## src/rtl/ws_arbiter.sv

```systemverilog
// ws_arbiter: two-requester round-robin arbiter with programmable read/write wait states.
// Ack outputs are decoded from registered state only; the counter is gated by ce_i.
module ws_arbiter #(
    parameter int unsigned READ_STAGES  = 3,
    parameter int unsigned WRITE_STAGES = 0,
    parameter logic        ACK_LEVEL    = 1'b0
) (
    input  logic clk_i,
    input  logic rst_i,
    input  logic ce_i,
    input  logic m0_cyc_i,
    input  logic m0_stb_i,
    input  logic m0_we_i,
    input  logic m1_cyc_i,
    input  logic m1_stb_i,
    input  logic m1_we_i,
    output logic m0_ack_o,
    output logic m1_ack_o,
    output logic s_cyc_o,
    output logic s_we_o,
    output logic s_gnt_o,
    output logic busy_o
);
    typedef enum logic [1:0] {IDLE, WAIT, ACK, RELEASE} state_t;

    state_t     state;
    logic [3:0] cnt;
    logic       last;
    logic       req0, req1, pick, pick_we, g_cyc, g_stb;

    assign req0    = m0_cyc_i & m0_stb_i;
    assign req1    = m1_cyc_i & m1_stb_i;
    // on a tie the requester not served last wins
    assign pick    = (req0 & req1) ? ~last : req1;
    assign pick_we = pick ? m1_we_i : m0_we_i;
    assign g_cyc   = s_gnt_o ? m1_cyc_i : m0_cyc_i;
    assign g_stb   = s_gnt_o ? m1_stb_i : m0_stb_i;

    always_ff @(posedge clk_i or posedge rst_i) begin
        if (rst_i) begin
            state   <= IDLE;
            cnt     <= 4'd0;
            s_gnt_o <= 1'b0;
            s_we_o  <= 1'b0;
            last    <= 1'b1;
        end else begin
            case (state)
                IDLE: if (req0 | req1) begin
                    state   <= WAIT;
                    s_gnt_o <= pick;
                    s_we_o  <= pick_we;
                    cnt     <= pick_we ? 4'(WRITE_STAGES) : 4'(READ_STAGES);
                end
                WAIT: if (!g_cyc) state <= RELEASE;
                    else if (ce_i) begin
                        if (cnt == 4'd0) state <= ACK;
                        else cnt <= cnt - 4'd1;
                    end
                ACK: if (!g_cyc || !g_stb) state <= RELEASE;
                RELEASE: begin
                    last  <= s_gnt_o;
                    state <= IDLE;
                end
                default: state <= IDLE;
            endcase
        end
    end

    assign m0_ack_o = (state == ACK && !s_gnt_o) ? 1'b1 : ACK_LEVEL;
    assign m1_ack_o = (state == ACK &&  s_gnt_o) ? 1'b1 : ACK_LEVEL;
    assign s_cyc_o  = (state == WAIT) || (state == ACK);
    assign busy_o   = state != IDLE;
endmodule
```

## config.mk

```make
export PLATFORM = sky130hd
export DESIGN_NAME = ws_arbiter
export DESIGN_NICKNAME = d
export VERILOG_FILES = /design/src/rtl/ws_arbiter.sv
export SDC_FILE = /design/constraint.sdc
export NUM_CORES = 1
export LEC_CHECK = 0
export BUFFER_PORTS_ARGS = -buffer_cell sky130_fd_sc_hd__buf_2
export CORE_MARGIN = 2
export CORE_UTILIZATION = 51
export DETAILED_ROUTE_END_ITERATION = 16
export GPL_TIMING_DRIVEN = 1
export PLACE_DENSITY = 0.75
export SLEW_MARGIN = 5
export SYNTH_ARGS = -nofsm -noshare
export SYNTH_HDL_FRONTEND = slang
export SYNTH_SLANG_ARGS = --single-unit
export TNS_END_PERCENT = 1
```

## constraint.sdc

```tcl
create_clock -name clk_i -period 2.2 [get_ports clk_i]
set_clock_uncertainty 0.05 [all_clocks]
set_input_delay 0.44 -clock clk_i [delete_from_list [all_inputs] [get_ports clk_i]]
set_output_delay 0.44 -clock clk_i [all_outputs]
set_load 0.02 [all_outputs]
```

==> flow_summary.yaml <==
status:
  status: "completed"
clock_tree:
  h-tree-depth: 1
  ctsHoldBuffers: 0
  clock-sinks: 9
  cts_setup_buffers: 0
  cts-buffers-inserted: 3
  cts_resized: 0
  clkLatencyLatePin_ns: 0.26
  cts_tree: "yes"
  cts_root_buf: "clkbuf_4"
  clockBufferDepth: 2
  clk_pin_slew_ns: 0.06
yosys:
  synth_edf_count: 0
  netlist_instances: 69
  ys_types: 32
  synth-adder-area-share_pct: 14.7
  synth_nets: 86
  synth-compound-area-share_pct: 20.0
  synth_area_sq_um: 683
  synthXorXnorAreaFrac_pct: 0
  synthFlopType: "dfrtp_1"
  async_reset_ff_share_pct: 100
  synth-simple-area-share_pct: 18.1
  synth_warnings: 0
  yosysSeqAreaShare_pct: 33.2
  synth.area.mux_share_pct: 8.06
  synth_top_family_by_area: "compound AO/OA/AOI/OAI gates"
  synth-seq-cells: 9
  avgSynthCellArea_sq_um: 9.90
finish:
  synthToLayoutAreaGrowth_pct: 15.2
  final_nets: 104
  diodes: 0
  drive_gt1_share_pct: 31.4
  multi_input_area_sq_um: 415
  seqCellArea_sq_um: 226
  fillers: 119
sta:
  hold_viol_final: 0
  rsz0062_at_grt: "false"
  fin_tns_setup_ns: 0
  max_slew.worst_pin.slew_ns: 0.575
  finalCritPeriodShare_pct: 91.4
  fmax_mhz: 498
  maxSlewViolCount: 0
  fin_ws_ns: 0.190
  max_slew_margin_pct: 61.5
  setup_viol: 0
  min_period_ns: 2.01
pwr:
  p_leak_nw: 0.378
  ir_worst_vdd_mv: 0.766
  power_density_mw_per_mm2: 1460
  power_w: 0.00115
min_path:
  min_path_type: "in2async"
worst_setup_path:
  critPathLaunchType: "flip-flop"
  reg2regPathDepth: 6
  slowest_stage: "or4_1"
  crit_path_cell_trace: "inv_1, ha_1, mux2_2, o211ai_1, or4_1, a21oi_1"
  r2r_slack_ns: 0.19
  worst_ep_arrival_time_ns: 2.14
  endpoint_kind: "flip-flop"
  critical_path_class: "reg2reg"
  cp_max_fo: 9
  cp_slowest_stage_delay_ns: 0.54
  crit_required_ns: 2.33
global_routing:
  grt_max_degree: 10
  grt-ovfl-total: 0
  grt_usage_pct: 20.0
  grt_pass1_vias: 519
  grt_pass1_wl_um: 2120
  antenna_found_initial: 0
detailed_routing:
  vias_per_cell: 5.70
  drc: 0
  postRouteAntennaNets: 0
  dr.pass1.iters: 4
  routedWlPerCell_um: 13.1
  wl_um: 1330
  drt_iter0_drc: 24
  num_vias: 576
place:
  io_buffers: 14
  gp_congestion: 0.711
  pre_cts_slack_ns: 0.218
  dpl.hpwl_um: 1040
floorplan:
  start_util_pct: 53.8
  die_area_sq_mm: 0.00165
  ios: 15
  chipWidth_um: 40.6
  fp.dieH_um: 40.6
  coreArea_sq_mm: 0.00127
  placementRows: 13
job:
  maxCapViolations: 0
-- metrics by stage --
step / instances / util (%) / hold slack [ns] / instance area (sq um)
5_1_grt: 101 / 62.0 / 0.121 / 787
2_1_floorplan: 69 / - / 0.217 / 683
3_5_place_dp: 97 / 60.0 / 0.376 / 761
6_report: 101 / 62.0 / 0.0879 / 787
4_1_cts: 101 / 62.0 / 0.0908 / 787
3_3_place_gp: 97 / 60.0 / 0.372 / 761
-- worst max-delay path: cells and delay by family (launching register included) --
family,cells,cell delay [ns]
simple gates,1,0.54
flops,1,0.42
compound gates,2,0.36
fa+ha+maj,1,0.24
mux,1,0.17
buf+inv,1,0.16
-- layout make-up --
type                            count  share of cell area, %
Sequential cell                     9                   28.8
Tap cell                           15                   2.38
Inverter                            8                   3.82
Multi-Input combinational cell     51                   52.8
Clock buffer                        4                   3.34
Timing Repair Buffer               14                   8.90
-- placed cells by master, fill, tap and decap left out --
cell | Yosys | layout
buf_2 | 0 | 14
inv_1 | 8 | 8
ha_1 | 8 | 8
dfrtp_1 | 8 | 8
mux2_2 | 4 | 4
o31ai_1 | 4 | 4
a21oi_1 | 4 | 4
o21ai_0 | 3 | 3
clkbuf_4 | 0 | 3
nand4bb_1 | 2 | 2
nand2_1 | 2 | 2
nor2_1 | 2 | 2
or4_1 | 2 | 2
or3_1 | 2 | 2
mux2i_1 | 1 | 1
and2_4 | 1 | 1
a22o_1 | 1 | 1
o211ai_1 | 1 | 1
and3_1 | 1 | 1
or3b_1 | 1 | 1
a31oi_1 | 1 | 1
a22oi_1 | 1 | 1
or2_2 | 1 | 1
or3_2 | 1 | 1
o221ai_1 | 1 | 1
a2bb2oi_1 | 1 | 1
a311oi_1 | 1 | 1
o22ai_1 | 1 | 1
and2b_2 | 1 | 1
and2_2 | 1 | 1
nand3_1 | 1 | 1
a41oi_1 | 1 | 1
clkbuf_1 | 0 | 1
dfstp_2 | 1 | 1
-- Yosys cell counts, types with 2 or more instances --
master / number / area (sq um)
nand2_1: 2 / 7.51
o31ai_1: 4 / 30.0
inv_1: 8 / 30.0
mux2_2: 4 / 45.0
or4_1: 2 / 15.0
dfrtp_1: 8 / 200
nor2_1: 2 / 7.51
ha_1: 8 / 100
nand4bb_1: 2 / 22.5
o21ai_0: 3 / 15.0
a21oi_1: 4 / 20.0
or3_1: 2 / 12.5
-- path summary, 6_finish.rpt --
path,endpoint,from
max,cnt[3]$_DFFE_PP0P_,state[0]$_DFFE_PP0P_
min,s_gnt_o$_DFFE_PP0P_,rst_i
max reg2reg,cnt[3]$_DFFE_PP0P_,state[0]$_DFFE_PP0P_
min reg2reg,cnt[1]$_DFFE_PP0P_,cnt[1]$_DFFE_PP0P_
max in group asynchronous,last$_DFFE_PP1N_,rst_i
min in group clk_i,s_gnt_o$_DFFE_PP0P_,m1_stb_i
-- registers in the layout (all words and copies together) (netlist names) --
name     cells
cnt          4
state        2
last         1
s_gnt_o      1
s_we_o       1
-- where the power goes --
| part | internal [W] | switching [W] | leakage [nW] |
|---|---|---|---|
| Sequential | 0.000253 | 0.0000714 | 0.108 |
| Combinational | 0.000310 | 0.000388 | 0.255 |
| Clock | 0.0000698 | 0.0000565 | 0.0150 |
| Total | 0.000633 | 0.000516 | 0.378 |
-- cells by family after synthesis --
kind of cell	count (synthesis)
buffers and inverters	9
AO/OA/AOI/OAI	20
flip-flops	9
adder cells (fa/ha/maj)	8
AND/OR/NAND/NOR	18
multiplexers	5
-- layer usage --
metal	global-route usage [%]	part of all wire, %	vias to the layer above	routed length, um
met4	10.0	0.38	0	5
met2	31.7	45	15	598
met1	25.8	50	269	658
met3	3.33	4.8	2	64
met5	0	0	-	0
li1	-	-	290	-
No activity file was read; power rests on OpenSTA's default activity.
